--- src/rtl/panda_fetch.sv ---
`timescale 1ns/1ps
// Panda instruction fetch: sequential word requests, a DEPTH-entry prefetch FIFO of {pc, instr},
// and redirects that flush the FIFO and drop responses still in flight.
module panda_fetch #(
  parameter logic [31:0] BOOT_ADDR = 32'h0000_0000,
  parameter int          DEPTH     = 2
) (
  input  logic        clk_i,
  input  logic        rst_ni,
  output logic        instr_req_o,
  output logic [31:0] instr_addr_o,
  input  logic        instr_gnt_i,
  input  logic        instr_rvalid_i,
  input  logic [31:0] instr_rdata_i,
  input  logic        redirect_i,
  input  logic [31:0] redirect_addr_i,
  output logic        instr_valid_o,
  input  logic        instr_ready_i,
  output logic [31:0] instr_o,
  output logic [31:0] pc_o
);
  localparam int              PW      = (DEPTH > 2) ? 2 : 1;
  localparam int              SLOTS   = 1 << PW;
  localparam int              CW      = $clog2(DEPTH + 1);
  localparam logic [PW-1:0]   LAST    = PW'(DEPTH - 1);
  localparam logic [CW:0]     DEPTH_C = (CW+1)'(DEPTH);
  localparam logic [31:0]     BOOT_W  = BOOT_ADDR & 32'hFFFF_FFFC;

  logic          run_q, run_d;
  logic          pend_q, pend_d;
  logic          stale_q, stale_d;
  logic [31:0]   stale_addr_q, stale_addr_d;
  logic [31:0]   fetch_addr_q, fetch_addr_d;
  logic [CW-1:0] count_q, count_d;
  logic [CW-1:0] out_q, out_d;
  logic [CW-1:0] disc_q, disc_d;
  logic [PW-1:0] rd_q, rd_d;
  logic [PW-1:0] wr_q, wr_d;
  logic [31:0]   pc_mem_q    [SLOTS];
  logic [31:0]   instr_mem_q [SLOTS];

  logic        gnt_fire, push, pop;
  logic [CW:0] occ;
  logic [31:0] resp_pc;

  // Request line is a function of registered state only; a held request keeps it up.
  assign occ          = {1'b0, count_q} + {1'b0, out_q};
  assign instr_req_o  = pend_q | (run_q & (occ < DEPTH_C));
  // A request pending across a redirect keeps its old address until granted.
  assign instr_addr_o = stale_q ? stale_addr_q : fetch_addr_q;

  assign gnt_fire = instr_req_o & instr_gnt_i;
  assign push     = instr_rvalid_i & ~redirect_i & (disc_q == '0);
  assign pop      = instr_valid_o & instr_ready_i;
  // With no discards pending, every outstanding request belongs to the current stream,
  // so the oldest one sits exactly out_q words behind fetch_addr.
  assign resp_pc  = fetch_addr_q - ({{(32-CW){1'b0}}, out_q} << 2);

  assign instr_valid_o = (count_q != '0);
  assign instr_o       = instr_valid_o ? instr_mem_q[rd_q] : 32'h0;
  assign pc_o          = instr_valid_o ? pc_mem_q[rd_q]    : 32'h0;

  always_comb begin
    run_d        = 1'b1;
    pend_d       = instr_req_o & ~instr_gnt_i;
    stale_d      = stale_q;
    stale_addr_d = stale_addr_q;
    fetch_addr_d = fetch_addr_q;
    count_d      = count_q;
    rd_d         = rd_q;
    wr_d         = wr_q;
    disc_d       = disc_q;
    out_d        = out_q + CW'(gnt_fire) - CW'(instr_rvalid_i);
    if (redirect_i) begin
      count_d      = '0;
      rd_d         = '0;
      wr_d         = '0;
      disc_d       = out_d;
      fetch_addr_d = redirect_addr_i & 32'hFFFF_FFFC;
      stale_d      = pend_d;
      stale_addr_d = instr_addr_o;
    end else begin
      if (gnt_fire) begin
        if (stale_q) stale_d = 1'b0;
        else         fetch_addr_d = fetch_addr_q + 32'd4;
      end
      disc_d = disc_q + CW'(gnt_fire & stale_q) - CW'(instr_rvalid_i && (disc_q != '0));
      if (push) wr_d = (wr_q == LAST) ? '0 : wr_q + 1'b1;
      if (pop)  rd_d = (rd_q == LAST) ? '0 : rd_q + 1'b1;
      count_d = count_q + CW'(push) - CW'(pop);
    end
  end

  always_ff @(posedge clk_i or negedge rst_ni) begin
    if (!rst_ni) begin
      run_q        <= 1'b0;
      pend_q       <= 1'b0;
      stale_q      <= 1'b0;
      stale_addr_q <= 32'h0;
      fetch_addr_q <= BOOT_W;
      count_q      <= '0;
      out_q        <= '0;
      disc_q       <= '0;
      rd_q         <= '0;
      wr_q         <= '0;
    end else begin
      run_q        <= run_d;
      pend_q       <= pend_d;
      stale_q      <= stale_d;
      stale_addr_q <= stale_addr_d;
      fetch_addr_q <= fetch_addr_d;
      count_q      <= count_d;
      out_q        <= out_d;
      disc_q       <= disc_d;
      rd_q         <= rd_d;
      wr_q         <= wr_d;
    end
  end

  // Storage needs no reset: the outputs are gated by count.
  always_ff @(posedge clk_i) begin
    if (push) begin
      pc_mem_q[wr_q]    <= resp_pc;
      instr_mem_q[wr_q] <= instr_rdata_i;
    end
  end

endmodule

--- config.mk ---
export PLATFORM = sky130hd
export DESIGN_NAME = panda_fetch
export DESIGN_NICKNAME = d
export VERILOG_FILES = /design/src/rtl/panda_fetch.sv
export SDC_FILE = /design/constraint.sdc
export NUM_CORES = 1
export LEC_CHECK = 0
export CELL_PAD_IN_SITES_DETAIL_PLACEMENT = 1
export CELL_PAD_IN_SITES_GLOBAL_PLACEMENT = 2
export CORE_MARGIN = 5
export CORE_UTILIZATION = 38
export DETAILED_ROUTE_END_ITERATION = 10
export GPL_ROUTABILITY_DRIVEN = 0
export GPL_TIMING_DRIVEN = 0
export HOLD_SLACK_MARGIN = 0.1
export PLACE_DENSITY = 0.85
export SLEW_MARGIN = 40
export SYNTH_ARGS = -nofsm -noshare
export SYNTH_HDL_FRONTEND = slang
export SYNTH_SLANG_ARGS = --single-unit
--- constraint.sdc ---
create_clock -name clk_i -period 9.3 [get_ports clk_i]
set_input_delay 1.395 -clock clk_i [delete_from_list [all_inputs] [get_ports clk_i]]
set_output_delay 1.395 -clock clk_i [all_outputs]
set_load 0.01 [all_outputs]
==> results of run 1 <==
critical path: stages (launching register included):
cell	delay, ns
dfrtp_1	0.33
clkbuf_1	0.34
clkbuf_1	0.46
clkbuf_1	0.41
mux2_2	0.39
clkdlybuf4s50_1	0.49
cells by family after synthesis:
logic type      synth area share (%)
xor+xnor                        3.70
flops                           58.8
fa+ha+maj                       1.62
other cells                   0.0796
compound gates                  4.89
mux                             13.5
simple gates                    13.9
buf+inv                         3.54
worst min-delay path by stage:
stage	end	depth (start not counted)
after detailed placement	stale_addr_q[0]$_DFFE_PN0P_	1
final	stale_addr_q[0]$_DFFE_PN0P_	1
after global routing	stale_addr_q[5]$_DFFE_PN0P_	1
after CTS	stale_addr_q[0]$_DFFE_PN0P_	1
after floorplan	stale_addr_q[0]$_DFFE_PN0P_	1
after global placement	stale_addr_q[1]$_DFFE_PN0P_	1
power by group through the flow:
stage	sequential, uW	combinational (uW)	clock [uW]
floorplan	1150	655	0
global route	1170	1230	825
finish	1150	1130	765
CTS	1150	1150	786
detailed placement	1170	1140	0
global placement	1170	1100	0
final cells by class:
| cell class | instances | area share [%] |
|---|---|---|
| repair buffers | 171 | 14.8 |
| clock inverters | 15 | 1.51 |
| inverters | 15 | 0.457 |
| clock buffers | 17 | 3.46 |
| flip-flops and latches | 197 | 45.1 |
| plain buffers | 67 | 2.27 |
| well taps | 324 | 3.29 |
| multi-input cells | 499 | 29.2 |
layer usage:
layer / share of wire (%) / global-route usage (%) / up-vias
li1: - / - / 3208
met1: 46 / 24.3 / 3327
met2: 49 / 30.5 / 179
met3: 4.2 / 3.16 / 17
met4: 1.2 / 4.16 / 0
met5: 0 / 0 / -
registers in the layout, summed over array words and instances, names as in the netlist:
| signal | cells |
|---|---|
| instr_mem_q | 64 |
| run_q | 1 |
| disc_q | 2 |
| stale_q | 1 |
| rd_q | 1 |
| out_q | 2 |
| wr_q | 1 |
| pend_q | 1 |
| count_q | 2 |
| pc_mem_q | 60 |
| stale_addr_q | 32 |
| fetch_addr_q | 30 |
stage by stage:
step	utilization (%)	instance area (sq um)	power, uW
floorplan	-	9440	1810
global placement	47.1	11500	2270
detailed placement	47.9	11700	2320
CTS	50.4	12300	3090
global route	50.5	12300	3230
finish	50.5	12300	3050
layout by cell type, fill, tap and decap left out, types with 6 or more instances in the layout:
| cell type | synthesis | routed |
|---|---|---|
| mux2_2 | 57 | 57 |
| edfxtp_1 | 124 | 124 |
| xor2_1 | 9 | 9 |
| xnor2_1 | 29 | 29 |
| nand4_1 | 13 | 13 |
| mux2i_1 | 63 | 63 |
| or3_1 | 9 | 9 |
| nand3_1 | 26 | 26 |
| nor4_1 | 8 | 7 |
| ha_1 | 9 | 9 |
| or4_1 | 16 | 16 |
| buf_1 | 8 | 7 |
| clkdlybuf4s50_1 | 0 | 162 |
| clkbuf_16 | 0 | 17 |
| inv_6 | 0 | 6 |
| nor2b_1 | 8 | 8 |
| a31oi_1 | 14 | 14 |
| nor2_1 | 99 | 96 |
| o21ai_0 | 23 | 23 |
| inv_1 | 15 | 15 |
| a22oi_1 | 6 | 6 |
| o31ai_1 | 11 | 11 |
| clkbuf_1 | 52 | 52 |
| and2_1 | 8 | 8 |
| nand2_1 | 33 | 33 |
| dfrtp_1 | 73 | 73 |
==> impl_metrics.json, run 1 <==
{
  "status": "complete, no violations",
  "max_freq_mhz": 236,
  "holdBufCountCts": 0,
  "multi_input_area_sq_um": 3590,
  "insertion_delay_ns": 0.43,
  "die_area_sq_um": 28100,
  "arrival_ns": 2.85,
  "synth_common_cells": "edfxtp_1, nor2_1, dfrtp_1",
  "cp-startpoint": "stale_q$_DFFE_PN0P_",
  "seqPwrFrac_pct": 37.9,
  "finalWorstSetupSlack_ns": 5.06,
  "regToRegEndpoint": "pc_mem_q[0][16]$_DFFE_PP_",
  "fin_setup_tns_ns": 0,
  "area_growth_pct": 30.4,
  "cts_buffer_depth": 2,
  "drc": 0,
  "hold_start": "stale_addr_q[0]$_DFFE_PN0P_",
  "htree_levels": 4,
  "first_pass_iters": 4,
  "fin_worst_skew_ns": 0.0192,
  "antenna_found_initial": 0,
  "die_h_microns": 168,
  "initial_core_util_pct": 38.7,
  "wire_per_inst_microns": 19.2,
  "rr_startpoint": "fetch_addr_q[2]$_DFFE_PN0P_",
  "overflow": 0,
  "post_cts_buffers": 0,
  "synth_area_leaders": "edfxtp_1, dfrtp_1, mux2_2, mux2i_1, nor2_1",
  "coreArea_sq_um": 24400,
  "whs_ns": 0.487,
  "fin_crit_sh_pct": 45.6,
  "power_density_nw_per_um2": 248,
  "crit_type": "reg -> out",
  "synth.largest_area_cell": "edfxtp_1",
  "vdd_drop_max_uv": 128,
  "dr.first_iter.drc_count": 345,
  "clkPwrFrac_pct": 25.1,
  "synth.most_common_cell": "edfxtp_1",
  "start_kind": "register",
  "endpoint_kind": "primary output",
  "rows": 57,
  "rrSetupSlack_ns": 6.09,
  "cts.sinks": 197,
  "relSlewSlack_pct": 46.1,
  "grt_first_pass_wirelength_mm": 40.3,
  "preCtsSetupSlack_ns": 5.35,
  "p_leak_uw": 0.00423,
  "postRouteAntennaNets": 0,
  "syn_area_sq_um": 9440,
  "cp_max_fo": 10,
  "fp.dieW_microns": 168,
  "synth.distinct_cells": 51,
  "antenna_cells": 0,
  "synth_edf_count": 124,
  "cts_resized": 0,
  "register_area_sq_um": 5550,
  "tightest_slew_ns": 0.803,
  "vias": 6731,
  "synth_top_area_share_pct": 39.4,
  "rr_worst_depth": 9,
  "hold_viol_final": 0,
  "top_level_ports": 168,
  "grt_max_degree": 49,
  "cp-endpoint": "instr_addr_o[30]",
  "ys_ff_latch": 197,
  "final-setup-viol-count": 0,
  "p_sw_share_pct": 32.1,
  "dpl.hpwl_mm": 18.9,
  "root_buffer": "clkbuf_16",
  "nNetsFinal": 1049,
  "dp.cells": 1273,
  "synth_flop_cell": "edfxtp_1",
  "synth.avg_cell_area_sq_um": 12.1,
  "drive_above_1_share_pct": 12.0,
  "ys_seq_area_share_pct": 58.8,
  "p_comb_share_pct": 37.0,
  "p_sw_uw": 978,
  "maxSlewViolCount": 0,
  "syn_inst": 777,
  "yosys_warnings": 0,
  "grt.total_usage_pct": 18.0,
  "async_flop_share_pct": 37.1,
  "cts_tree": "built",
  "fin_cells": 1305,
  "p_int_uw": 2070,
  "grt_pass1_vias": 7319,
  "port_buffers": 163,
  "required_ns": 7.91,
  "grt_setup_unrepaired": "no",
  "fillers": 2579,
  "via_per_inst": 5.16,
  "cts_buffers": 17,
  "holdCritPathClass": "reg -> reg",
  "min_period_ns": 4.24,
  "cap_violations": 0,
  "clk_pin_slew_ns": 0.08,
  "wl_mm": 25.0
}
Note: power is estimated with default switching activity, not from simulation.
==> inputs of run 2 (changes only) <==
--- a/config.mk
+++ b/config.mk
@@ -8,12 +8,12 @@
 export CELL_PAD_IN_SITES_DETAIL_PLACEMENT = 1
 export CELL_PAD_IN_SITES_GLOBAL_PLACEMENT = 2
 export CORE_MARGIN = 5
-export CORE_UTILIZATION = 38
+export CORE_UTILIZATION = 35
 export DETAILED_ROUTE_END_ITERATION = 10
 export GPL_ROUTABILITY_DRIVEN = 0
 export GPL_TIMING_DRIVEN = 0
 export HOLD_SLACK_MARGIN = 0.1
-export PLACE_DENSITY = 0.85
+export PLACE_DENSITY = 0.79
 export SLEW_MARGIN = 40
 export SYNTH_ARGS = -nofsm -noshare
 export SYNTH_HDL_FRONTEND = slang
==> constraint.sdc (replaced) <==
create_clock -name clk_i -period 4.1 [get_ports clk_i]
set_input_delay 0.615 -clock clk_i [delete_from_list [all_inputs] [get_ports clk_i]]
set_output_delay 0.615 -clock clk_i [all_outputs]
set_load 0.01 [all_outputs]
==> run 2 against run 1 <==
  * First-iteration DRC count down 1.2%
  * Die area increased by 8.0%
  * Critical path depth is the same
  * Cell area decreased by 0.29%
  * Final cell count increased by 1.3%
  * Worst setup slack got worse by 4.5 ns
  * Critical path type unchanged
  * Largest cell class unchanged
  * Largest power group unchanged
  * Highest routed layer unchanged
==> impl_metrics.json, run 2 (synthesis results as in run 1) <==
{
  "drc": 0,
  "critPathMaxStageDelay_ns": 0.50,
  "dpl_cell_area_sq_um": 11700,
  "overflow": 0,
  "required_ns": 3.48,
  "initial_core_util_pct": 35.3,
  "via_per_inst": 5.08,
  "coreArea_sq_um": 26700,
  "power_density_nw_per_um2": 554,
  "multi_input_area_sq_um": 3580,
  "fin_area_sq_um": 12300,
  "start_kind": "register",
  "cp_max_fo": 10,
  "cp-startpoint": "stale_q$_DFFE_PN0P_",
  "final_common_cell": "clkdlybuf4s50_1",
  "tightest_slew_ns": 0.846,
  "post-route-util_pct": 45.9,
  "min_period_ns": 3.52,
  "holdCritPathClass": "reg -> reg",
  "vdd_drop_max_uv": 242,
  "htree_levels": 4,
  "grt_pass1_vias": 7150,
  "insertion_delay_ns": 0.43,
  "preCtsSetupSlack_ns": 0.901,
  "rows": 60,
  "fp.dieW_microns": 174,
  "antenna_found_initial": 0,
  "cap_violations": 0,
  "grt_busiest_layer": "met2",
  "arrival_ns": 2.91,
  "cts_buffer_depth": 2,
  "rrSetupSlack_ns": 0.89,
  "root_buffer": "clkbuf_16",
  "path_buf_inv": 4,
  "finalWorstSetupSlack_ns": 0.576,
  "hold_viol_final": 0,
  "crit_chain": "clkbuf_1 -> clkbuf_1 -> clkbuf_1 -> mux2_2 -> clkdlybuf4s50_1",
  "fin_setup_tns_ns": 0,
  "cts_buffers": 17,
  "crit_type": "reg -> out",
  "cts_resized": 0,
  "grt.total_usage_pct": 16.6,
  "crit_family": "buffers and inverters",
  "wl_mm": 25.3,
  "crit_slowest_cell": "clkbuf_1",
  "first_pass_iters": 4,
  "area_growth_pct": 30.0,
  "final-setup-viol-count": 0,
  "max_freq_mhz": 284,
  "grt_first_pass_wirelength_mm": 39.7,
  "drive_above_1_share_pct": 11.7,
  "grt_use_met2_pct": 26.8,
  "register_area_sq_um": 5550,
  "final_cell_mix": "clkdlybuf4s50_1, edfxtp_1, nor2_1",
  "relSlewSlack_pct": 43.3,
  "cts_tree": "built",
  "vias": 6717,
  "largest_register_ffs": 64,
  "fin_crit_sh_pct": 86.0,
  "maxSlewViolCount": 0,
  "reg.largest.list": "instr_mem_q: 64 flops, pc_mem_q: 60 flops, stale_addr_q: 32 flops",
  "dr.first_iter.drc_count": 341,
  "whs_ns": 0.486,
  "die_area_sq_um": 30400,
  "die_h_microns": 174,
  "regMostFlops": "instr_mem_q",
  "postRouteAntennaNets": 0,
  "status": "complete, no violations",
  "rr_worst_depth": 9,
  "cp-endpoint": "instr_addr_o[30]",
  "top_level_ports": 168,
  "grt_setup_unrepaired": "no",
  "grt_max_degree": 52,
  "cts.sinks": 197,
  "fin_worst_skew_ns": 0.0144,
  "fillers": 2853,
  "endpoint_kind": "primary output",
  "clk_pin_slew_ns": 0.08,
  "dpl.hpwl_mm": 19.0,
  "regToRegEndpoint": "pc_mem_q[0][16]$_DFFE_PP_",
  "gr-usage-met3_pct": 3.31,
  "grt_use_met1_pct": 22.9,
  "worst_path_most_repeated_cell": "clkbuf_1",
  "wire_per_inst_microns": 19.1,
  "antenna_cells": 0,
  "port_buffers": 163,
  "cp_num_cells": 5,
  "nNetsFinal": 1049,
  "rr_startpoint": "fetch_addr_q[2]$_DFFE_PN0P_",
  "p_leak_uw": 0.00419
}
## run 2: worst min-delay path by stage
| stage | slack, ns | cells past startpoint | endpoint | startpoint |
|---|---|---|---|---|
| floorplan | 0.32 | 0 | count_q[0]$_DFF_PN0_ | rst_ni |
| global placement | 0.46 | 1 | stale_addr_q[0]$_DFFE_PN0P_ | stale_addr_q[0]$_DFFE_PN0P_ |
| detailed placement | 0.47 | 1 | stale_addr_q[1]$_DFFE_PN0P_ | stale_addr_q[1]$_DFFE_PN0P_ |
| CTS | 0.49 | 1 | stale_addr_q[1]$_DFFE_PN0P_ | stale_addr_q[1]$_DFFE_PN0P_ |
| global route | 0.51 | 1 | stale_addr_q[1]$_DFFE_PN0P_ | stale_addr_q[1]$_DFFE_PN0P_ |
| finish | 0.49 | 1 | stale_addr_q[1]$_DFFE_PN0P_ | stale_addr_q[1]$_DFFE_PN0P_ |
## run 2: final cells by class
type,instances,area share [%]
Inverter,15,0.459
Buffer,67,2.27
Clock inverter,15,1.14
Sequential cell,197,45.2
Clock buffer,17,3.47
Timing Repair Buffer,171,14.8
Multi-Input combinational cell,499,29.2
Tap cell,341,3.48
## run 2: through the flow
step / power (uW) / instances
final: 6800 / 1322
after global routing: 7220 / 1322
after floorplan: 4100 / 778
after CTS: 6900 / 1322
after detailed placement: 5260 / 1289
after global placement: 5160 / 1282
## run 2: layer usage
metal | part of all wire [%] | wire length, microns | vias up
met3 | 4.7 | 1190 | 22
met1 | 47 | 11900 | 3330
met5 | 0 | 0 | -
met4 | 1.7 | 431 | 0
li1 | - | - | 3205
met2 | 47 | 11800 | 160
## run 2: repair_timing
item | CTS | global route
buffers inserted | 0 | 0
endpoints found under the hold margin | 22 | 0
hold buffers | 1 | 0
setup endpoints to repair | 0 | 0
## run 2: power by group
group          internal, uW  switching, uW
sequential             2470            153
combinational          1290           1260
clock                   807            818
total                  4570           2230
